===== src/rtl/uart_watch_pkg.sv =====
`default_nettype none
// ============================================================================
//  Module      : uart_watch_pkg
//  Description : Shared definitions for the time report transmitter.
//                - state_t : report FSM state encoding
//                - ASCII_* : message punctuation and digit base
//                - msg_len : message length for a given SEND_CSEC setting
//                - sat99   : clamp a binary value to the 0..99 display range
//  Revision    : 1.0 - initial release
// ============================================================================
package uart_watch_pkg;

    typedef enum logic [2:0] {
        ST_IDLE = 3'd0,
        ST_SNAP = 3'd1,
        ST_CONV = 3'd2,
        ST_SEND = 3'd3,
        ST_DONE = 3'd4
    } state_t;

    localparam logic [7:0] ASCII_0     = 8'h30;
    localparam logic [7:0] ASCII_COLON = 8'h3A;
    localparam logic [7:0] ASCII_DOT   = 8'h2E;
    localparam logic [7:0] ASCII_CR    = 8'h0D;
    localparam logic [7:0] ASCII_LF    = 8'h0A;

    localparam logic [6:0] BCD_MAX     = 7'd99;

    // "HH:MM:SS.CC\r\n" is 13 bytes; dropping ".CC" leaves 10.
    function automatic int unsigned msg_len(input int send_csec);
        return (send_csec != 0) ? 32'd13 : 32'd10;
    endfunction

    // Two display digits cannot show more than 99.
    function automatic logic [6:0] sat99(input logic [31:0] v);
        return (v > 32'd99) ? BCD_MAX : v[6:0];
    endfunction

endpackage
`default_nettype wire


===== src/rtl/bin2bcd_99.sv =====
`default_nettype none
// ============================================================================
//  Module      : bin2bcd_99
//  Description : Combinational binary (0..99) to two-digit BCD converter.
//  Ports       : bin  [6:0] in  - binary value, caller guarantees <= 99
//                tens [3:0] out - tens digit
//                ones [3:0] out - ones digit
//  Revision    : 1.0 - initial release
// ============================================================================
module bin2bcd_99 (
    input  logic [6:0] bin,
    output logic [3:0] tens,
    output logic [3:0] ones
);

    // Constant divisor: synthesis reduces this to a small lookup network.
    always_comb begin
        tens = 4'(bin / 7'd10);
        ones = 4'(bin % 7'd10);
    end

endmodule
`default_nettype wire


===== src/rtl/time_report_tx.sv =====
`default_nettype none
// ============================================================================
//  Module      : time_report_tx
//  Description : Formats a snapshot of the watch time as ASCII
//                "HH:MM:SS.CC\r\n" (or "HH:MM:SS\r\n") and writes it one
//                byte per accepted cycle into the UART TX FIFO.
//  Ports       : clk          in  - system clock
//                reset        in  - asynchronous active-low reset
//                hour/min/sec/csec in - current time, binary
//                req          in  - 1-cycle report request
//                auto_en,tick in  - periodic report enable and strobe
//                tx_fifo_full in  - TX FIFO full, stalls the byte stream
//                tx_wr_en     out - FIFO write strobe
//                tx_wr_data   out - ASCII byte (8'h00 outside SEND)
//                busy         out - report in progress (SNAP..SEND)
//                done         out - 1-cycle pulse after the last byte
//  Revision    : 1.0 - initial release
// ============================================================================
module time_report_tx
    import uart_watch_pkg::*;
#(
    parameter int SEND_CSEC = 1,
    parameter int HOUR_W    = 5
) (
    input  logic              clk,
    input  logic              reset,
    input  logic [HOUR_W-1:0] hour,
    input  logic [5:0]        min,
    input  logic [5:0]        sec,
    input  logic [6:0]        csec,
    input  logic              req,
    input  logic              auto_en,
    input  logic              tick,
    input  logic              tx_fifo_full,
    output logic              tx_wr_en,
    output logic [7:0]        tx_wr_data,
    output logic              busy,
    output logic              done
);

    localparam logic [3:0] LAST_IDX = 4'(msg_len(SEND_CSEC) - 1);

    // Field order in the snapshot arrays: 0 hour, 1 min, 2 sec, 3 csec.
    state_t     state_q, state_d;
    logic       pending_q, pending_d;
    logic [3:0] idx_q, idx_d;
    logic [6:0] snap_q [4];
    logic [6:0] snap_d [4];
    logic [7:0] bcd_q  [4];   // {tens, ones}
    logic [7:0] bcd_d  [4];
    logic [3:0] bcd_tens [4];
    logic [3:0] bcd_ones [4];

    logic       trigger;
    logic [7:0] msg_byte;

    for (genvar g = 0; g < 4; g++) begin : g_bcd
        bin2bcd_99 u_bin2bcd (
            .bin  (snap_q[g]),
            .tens (bcd_tens[g]),
            .ones (bcd_ones[g])
        );
    end

    // ------------------------------------------------------------------
    // Next-state logic
    // ------------------------------------------------------------------
    always_comb begin
        state_d   = state_q;
        pending_d = pending_q;
        idx_d     = idx_q;
        snap_d    = snap_q;
        bcd_d     = bcd_q;

        // req and tick together still count as a single trigger.
        trigger = req | (auto_en & tick);

        // Outside IDLE a trigger is remembered once; extra ones are dropped.
        // This also covers a trigger landing in the DONE cycle.
        if (state_q != ST_IDLE && trigger) begin
            pending_d = 1'b1;
        end

        case (state_q)
            ST_IDLE: begin
                if (trigger || pending_q) begin
                    state_d   = ST_SNAP;
                    pending_d = 1'b0;
                end
            end
            ST_SNAP: begin
                snap_d[0] = sat99(32'(hour));
                snap_d[1] = sat99(32'(min));
                snap_d[2] = sat99(32'(sec));
                snap_d[3] = sat99(32'(csec));
                state_d   = ST_CONV;
            end
            ST_CONV: begin
                for (int i = 0; i < 4; i++) begin
                    bcd_d[i] = {bcd_tens[i], bcd_ones[i]};
                end
                idx_d   = 4'd0;
                state_d = ST_SEND;
            end
            ST_SEND: begin
                // Advance only on a write the FIFO actually takes.
                if (!tx_fifo_full) begin
                    if (idx_q == LAST_IDX) begin
                        idx_d   = 4'd0;
                        state_d = ST_DONE;
                    end else begin
                        idx_d = idx_q + 4'd1;
                    end
                end
            end
            ST_DONE: begin
                state_d = ST_IDLE;
            end
            default: begin
                state_d = ST_IDLE;
            end
        endcase
    end

    // ------------------------------------------------------------------
    // Byte mux: message position -> ASCII from the registered BCD digits
    // ------------------------------------------------------------------
    always_comb begin
        msg_byte = 8'h00;
        case (idx_q)
            4'd0: msg_byte = ASCII_0 + {4'd0, bcd_q[0][7:4]};
            4'd1: msg_byte = ASCII_0 + {4'd0, bcd_q[0][3:0]};
            4'd2: msg_byte = ASCII_COLON;
            4'd3: msg_byte = ASCII_0 + {4'd0, bcd_q[1][7:4]};
            4'd4: msg_byte = ASCII_0 + {4'd0, bcd_q[1][3:0]};
            4'd5: msg_byte = ASCII_COLON;
            4'd6: msg_byte = ASCII_0 + {4'd0, bcd_q[2][7:4]};
            4'd7: msg_byte = ASCII_0 + {4'd0, bcd_q[2][3:0]};
            default: begin
                if (SEND_CSEC != 0) begin
                    case (idx_q)
                        4'd8:    msg_byte = ASCII_DOT;
                        4'd9:    msg_byte = ASCII_0 + {4'd0, bcd_q[3][7:4]};
                        4'd10:   msg_byte = ASCII_0 + {4'd0, bcd_q[3][3:0]};
                        4'd11:   msg_byte = ASCII_CR;
                        4'd12:   msg_byte = ASCII_LF;
                        default: msg_byte = 8'h00;
                    endcase
                end else begin
                    case (idx_q)
                        4'd8:    msg_byte = ASCII_CR;
                        4'd9:    msg_byte = ASCII_LF;
                        default: msg_byte = 8'h00;
                    endcase
                end
            end
        endcase
    end

    // ------------------------------------------------------------------
    // Outputs: decoded from registered state so they drop at reset
    // ------------------------------------------------------------------
    always_comb begin
        tx_wr_en   = (state_q == ST_SEND) && !tx_fifo_full;
        tx_wr_data = (state_q == ST_SEND) ? msg_byte : 8'h00;
        busy       = (state_q == ST_SNAP) || (state_q == ST_CONV) ||
                     (state_q == ST_SEND);
        done       = (state_q == ST_DONE);
    end

    // ------------------------------------------------------------------
    // State registers
    // ------------------------------------------------------------------
    always_ff @(posedge clk or negedge reset) begin
        if (!reset) begin
            state_q   <= ST_IDLE;
            pending_q <= 1'b0;
            idx_q     <= 4'd0;
            for (int i = 0; i < 4; i++) begin
                snap_q[i] <= 7'd0;
                bcd_q[i]  <= 8'd0;
            end
        end else begin
            state_q   <= state_d;
            pending_q <= pending_d;
            idx_q     <= idx_d;
            snap_q    <= snap_d;
            bcd_q     <= bcd_d;
        end
    end

endmodule
`default_nettype wire


===== config.mk =====
export PLATFORM = sky130hd
export DESIGN_NAME = time_report_tx
export DESIGN_NICKNAME = d
export VERILOG_FILES = /design/src/rtl/uart_watch_pkg.sv /design/src/rtl/bin2bcd_99.sv /design/src/rtl/time_report_tx.sv
export SDC_FILE = /design/constraint.sdc
export NUM_CORES = 1
export LEC_CHECK = 0
export BUFFER_PORTS_ARGS = -buffer_cell sky130_fd_sc_hd__buf_2
export CAP_MARGIN = 0
export CORE_MARGIN = 8
export CORE_UTILIZATION = 29
export DETAILED_ROUTE_END_ITERATION = 8
export SLEW_MARGIN = 20
export SYNTH_ARGS = -nofsm -noshare
export SYNTH_HDL_FRONTEND = slang
export SYNTH_SLANG_ARGS = --single-unit
export TNS_END_PERCENT = 1

===== constraint.sdc =====
create_clock -name clk -period 2.9 [get_ports clk]
set_input_delay 0.29 -clock clk [delete_from_list [all_inputs] [get_ports clk]]
set_output_delay 0.29 -clock clk [all_outputs]
set_load 0.005 [all_outputs]

==> flow_metrics.tcl <==
set metrics [dict create \
    outcome "completed" \
    start_util_pct 29.41 \
    crit_type "reg -> reg" \
    rsz0062_at_grt "true" \
    nNetsFinal 591 \
    r2r_setup_slack_ns 0.1 \
    fin_area_sq_um 4974 \
    overflow 0 \
    finalHoldViolations 0 \
    cts_tree "yes" \
    io_pins 41 \
    start_kind "flop" \
    synth_seq_area_share_pct 37.07 \
    synth_top_area_share_pct 37.07 \
    postSynth.asyncResetShare_pct 100.0 \
    grt_max_degree 61 \
    drtPass1Iterations 4 \
    leakage_nw 2.126 \
    cp.buffers_inverters 0 \
    grt_use_total_pct 11.89 \
    clk_latency_ns 0.33 \
    gp_congestion 0.8131 \
    hold_ws_ns 0.1350 \
    antenna_found_initial 0 \
    worst-path-stages 12 \
    die-area_sq_um 18000 \
    cp.arrival_ns 3.00 \
    drtAntennaViolNets 0 \
    power.density_nw_per_um2 1375 \
    insertedDiodeCount 0 \
    cpMostUsedCell "xnor2_1" \
    max_slew_margin_pct 48.88 \
    drt-initial-drc-count 257 \
    num_vias 3680 \
    numCtsBuffers 9 \
    post_dp_cell_area_sq_um 4601 \
    crit_start "snap_q[7]$_DFFE_PN0P_" \
    register_area_sq_um 1506 \
    cts-root-buf "clkbuf_16" \
    die_y_um 134.2 \
    cp_max_fo 3 \
    grt_pass1_vias 3705 \
    cp_top_family "compound AO/OA/AOI/OAI gates" \
    period_minus_slack_ns 2.802 \
    worst_pin_slew_ns 0.7668 \
    clock.fmax_mhz 356.9 \
    ctsHtreeMaxLevel 3 \
    maxCapViolCount 0 \
    ys.flop_type "dfrtp_1" \
    core_sq_um 13770 \
    synth_enable_flop_cells 0 \
    r2r_start "snap_q[7]$_DFFE_PN0P_" \
    synth_warnings 0 \
    synth_seq_cells 60 \
    drive_gt1_share_pct 24.32 \
    clk_pin_slew_ns 0.05 \
    crit_required_ns 3.10 \
    drc 0 \
    crit_path_end "bcd_q[9]$_DFFE_PN0P_" \
    end_kind "flop" \
    mostFrequentLayoutCells "nand2_1 (68), o21ai_0 (57), dfrtp_1 (56), nor2_1 (39), buf_4 (39)" \
    critical_path.cell_chain "or4b_4 > a221o_1 > o21bai_4 > nand2_1 > xnor2_1 > ha_2 > o31a_1 > o31ai_1 > a31o_2 > a31oi_4 > xnor2_1 > o21ai_1" \
    rows 43 \
    die_x_um 134.2 \
    place.detailed.hpwl_mm 7.441 \
    ir_worst_vdd_uv 526.6 \
    vias_per_cell 5.034 \
    area_growth_pct 22.80 \
    multi_input_area_sq_um 2407 \
    slowest_delay_ns 0.55 \
    synthTopCellsByArea "dfrtp_1 (37%), o21ai_0 (7.3%), nand2_1 (6.3%), ha_1 (4.6%), nor2_1 (3.7%)" \
    timing.final.crit_share_pct 96.62 \
    cts.path.max_buffers 2 \
    worst_clock_skew_ns 0.009720 \
    synth_cell_type_count 68 \
    wl_per_cell_um 14.13 \
    cts.sinks 60 \
    critPathSlowestCell "or4b_4" \
    slew_viol_final 0 \
    synth_area_per_cell_sq_um 8.282 \
    netlist_instances 489 \
    io_buffer_count 38 \
    fillerInstances 1431 \
    yosysTopAreaCell "dfrtp_1" \
    grt_pass1_wl_mm 17.82 \
    rr_worst_depth 12 \
    setup_viol 0 \
    layout_commonest_cell "nand2_1" \
    wl_mm 10.33 \
    reg2reg_to "bcd_q[9]$_DFFE_PN0P_" \
    hp-class "in -> async" \
    synth_area_sq_um 4050 \
]
[how the worst min path moves through the flow]
| stage | startpoint | end | slack (ns) |
|---|---|---|---|
| after detailed placement | bcd_q[8]$_DFFE_PN0P_ | bcd_q[8]$_DFFE_PN0P_ | 0.47 |
| after floorplan | reset | bcd_q[0]$_DFFE_PN0P_ | -0.006 |
| after CTS | hour[0] | snap_q[21]$_DFFE_PN0P_ | 0.16 |
| after global routing | hour[1] | snap_q[22]$_DFFE_PN0P_ | 0.16 |
| after global placement | bcd_q[8]$_DFFE_PN0P_ | bcd_q[8]$_DFFE_PN0P_ | 0.46 |
| final | reset | bcd_q[7]$_DFFE_PN0P_ | 0.14 |
[cells by family (layout without fill, tap and decap cells)]
group	Yosys count	after routing	synth area share (%)
adders and majority gates	15	15	4.634
and+or+nand+nor	176	176	20.88
xor gates and xnor gates	9	9	1.946
AOI/OAI and AO/OA	159	159	25.86
DFF	60	60	37.07
muxes	15	15	4.109
buffers and inverters	54	115	5.406
other	1	2	0.09259
[metal layers]
metal | part of all wire, % | GRT usage (%) | vias to the layer above
li1 | - | - | 1872
met1 | 48 | 14.93 | 1752
met2 | 49 | 19.98 | 49
met3 | 2.7 | 2.880 | 7
met4 | 0.94 | 2.932 | 0
met5 | 0 | 0 | -
[state kept, by name, summed over array words and instances, names as in the netlist]
signal and count:
bcd_q 28, pending_q 1, state_q 3, snap_q 24
idx_q 4
[report_power, final]
group	total, mW	internal (mW)	switching [mW]
registers	1.61	1.23	0.372
logic	4.28	2.03	2.25
clock network	0.956	0.572	0.384
[stage by stage]
| step | util [%] | instances | TNS (ns) | setup WS (ns) | power [mW] |
|---|---|---|---|---|---|
| floorplan | - | 490 | 0 | 0.04725 | 4.393 |
| global placement | 33.40 | 711 | 0 | 0.08420 | 5.523 |
| detailed placement | 33.40 | 711 | -0.003992 | -0.003992 | 5.602 |
| CTS | 35.40 | 727 | 0 | 0.03347 | 6.624 |
| global route | 36.11 | 731 | -0.06005 | -0.03091 | 7.520 |
| finish | 36.11 | 731 | 0 | 0.09801 | 6.841 |
[synth_stat cells, types with 3 or more instances]
master     n
o21ai_0   59
o22a_1     3
a221oi_1   5
a31o_2     3
ha_1      15
o21a_1     4
nand2b_1   8
and2_1     7
nor2_1    40
and3_1     3
nor2b_1    9
clkbuf_1  28
nand3b_1   5
a31oi_1    6
a22oi_1    6
a211oi_1   3
a222oi_1   3
inv_1     22
nand3_1    6
o31ai_1    5
a311oi_1   3
nor3_1    12
or3_1      3
o22ai_1    4
nor3b_1    3
nand2_1   68
mux2_2    12
xnor2_1    8
a21oi_1   23
dfrtp_1   60
[layout make-up]
type / count / share of cell area (%)
Inverter: 22 / 1.660
Multi-Input combinational cell: 376 / 48.40
Timing Repair Buffer: 77 / 9.711
Clock buffer: 9 / 4.528
Clock inverter: 7 / 0.8805
Sequential cell: 60 / 30.29
Tap cell: 180 / 4.528
[worst register-to-register path: cells and delay by family, from the launching register on]
| family | cells | cell delay (ns) |
|---|---|---|
| and+or+nand+nor | 2 | 0.63 |
| DFF | 1 | 0.37 |
| AOI/OAI and AO/OA | 7 | 1.20 |
| xor gates and xnor gates | 2 | 0.26 |
| adders and majority gates | 1 | 0.21 |
[timing repair]
action                                 in CTS  in global routing
endpoints found under the hold margin       0                  0
setup endpoints to repair                   1                  9
hold buffers                                0                  0
gates resized for setup                     1                 20
buffers inserted                            0                  4
gates cloned                                0                  0
pin swaps                                   0                  8
Power figures use the tool's default switching activity.
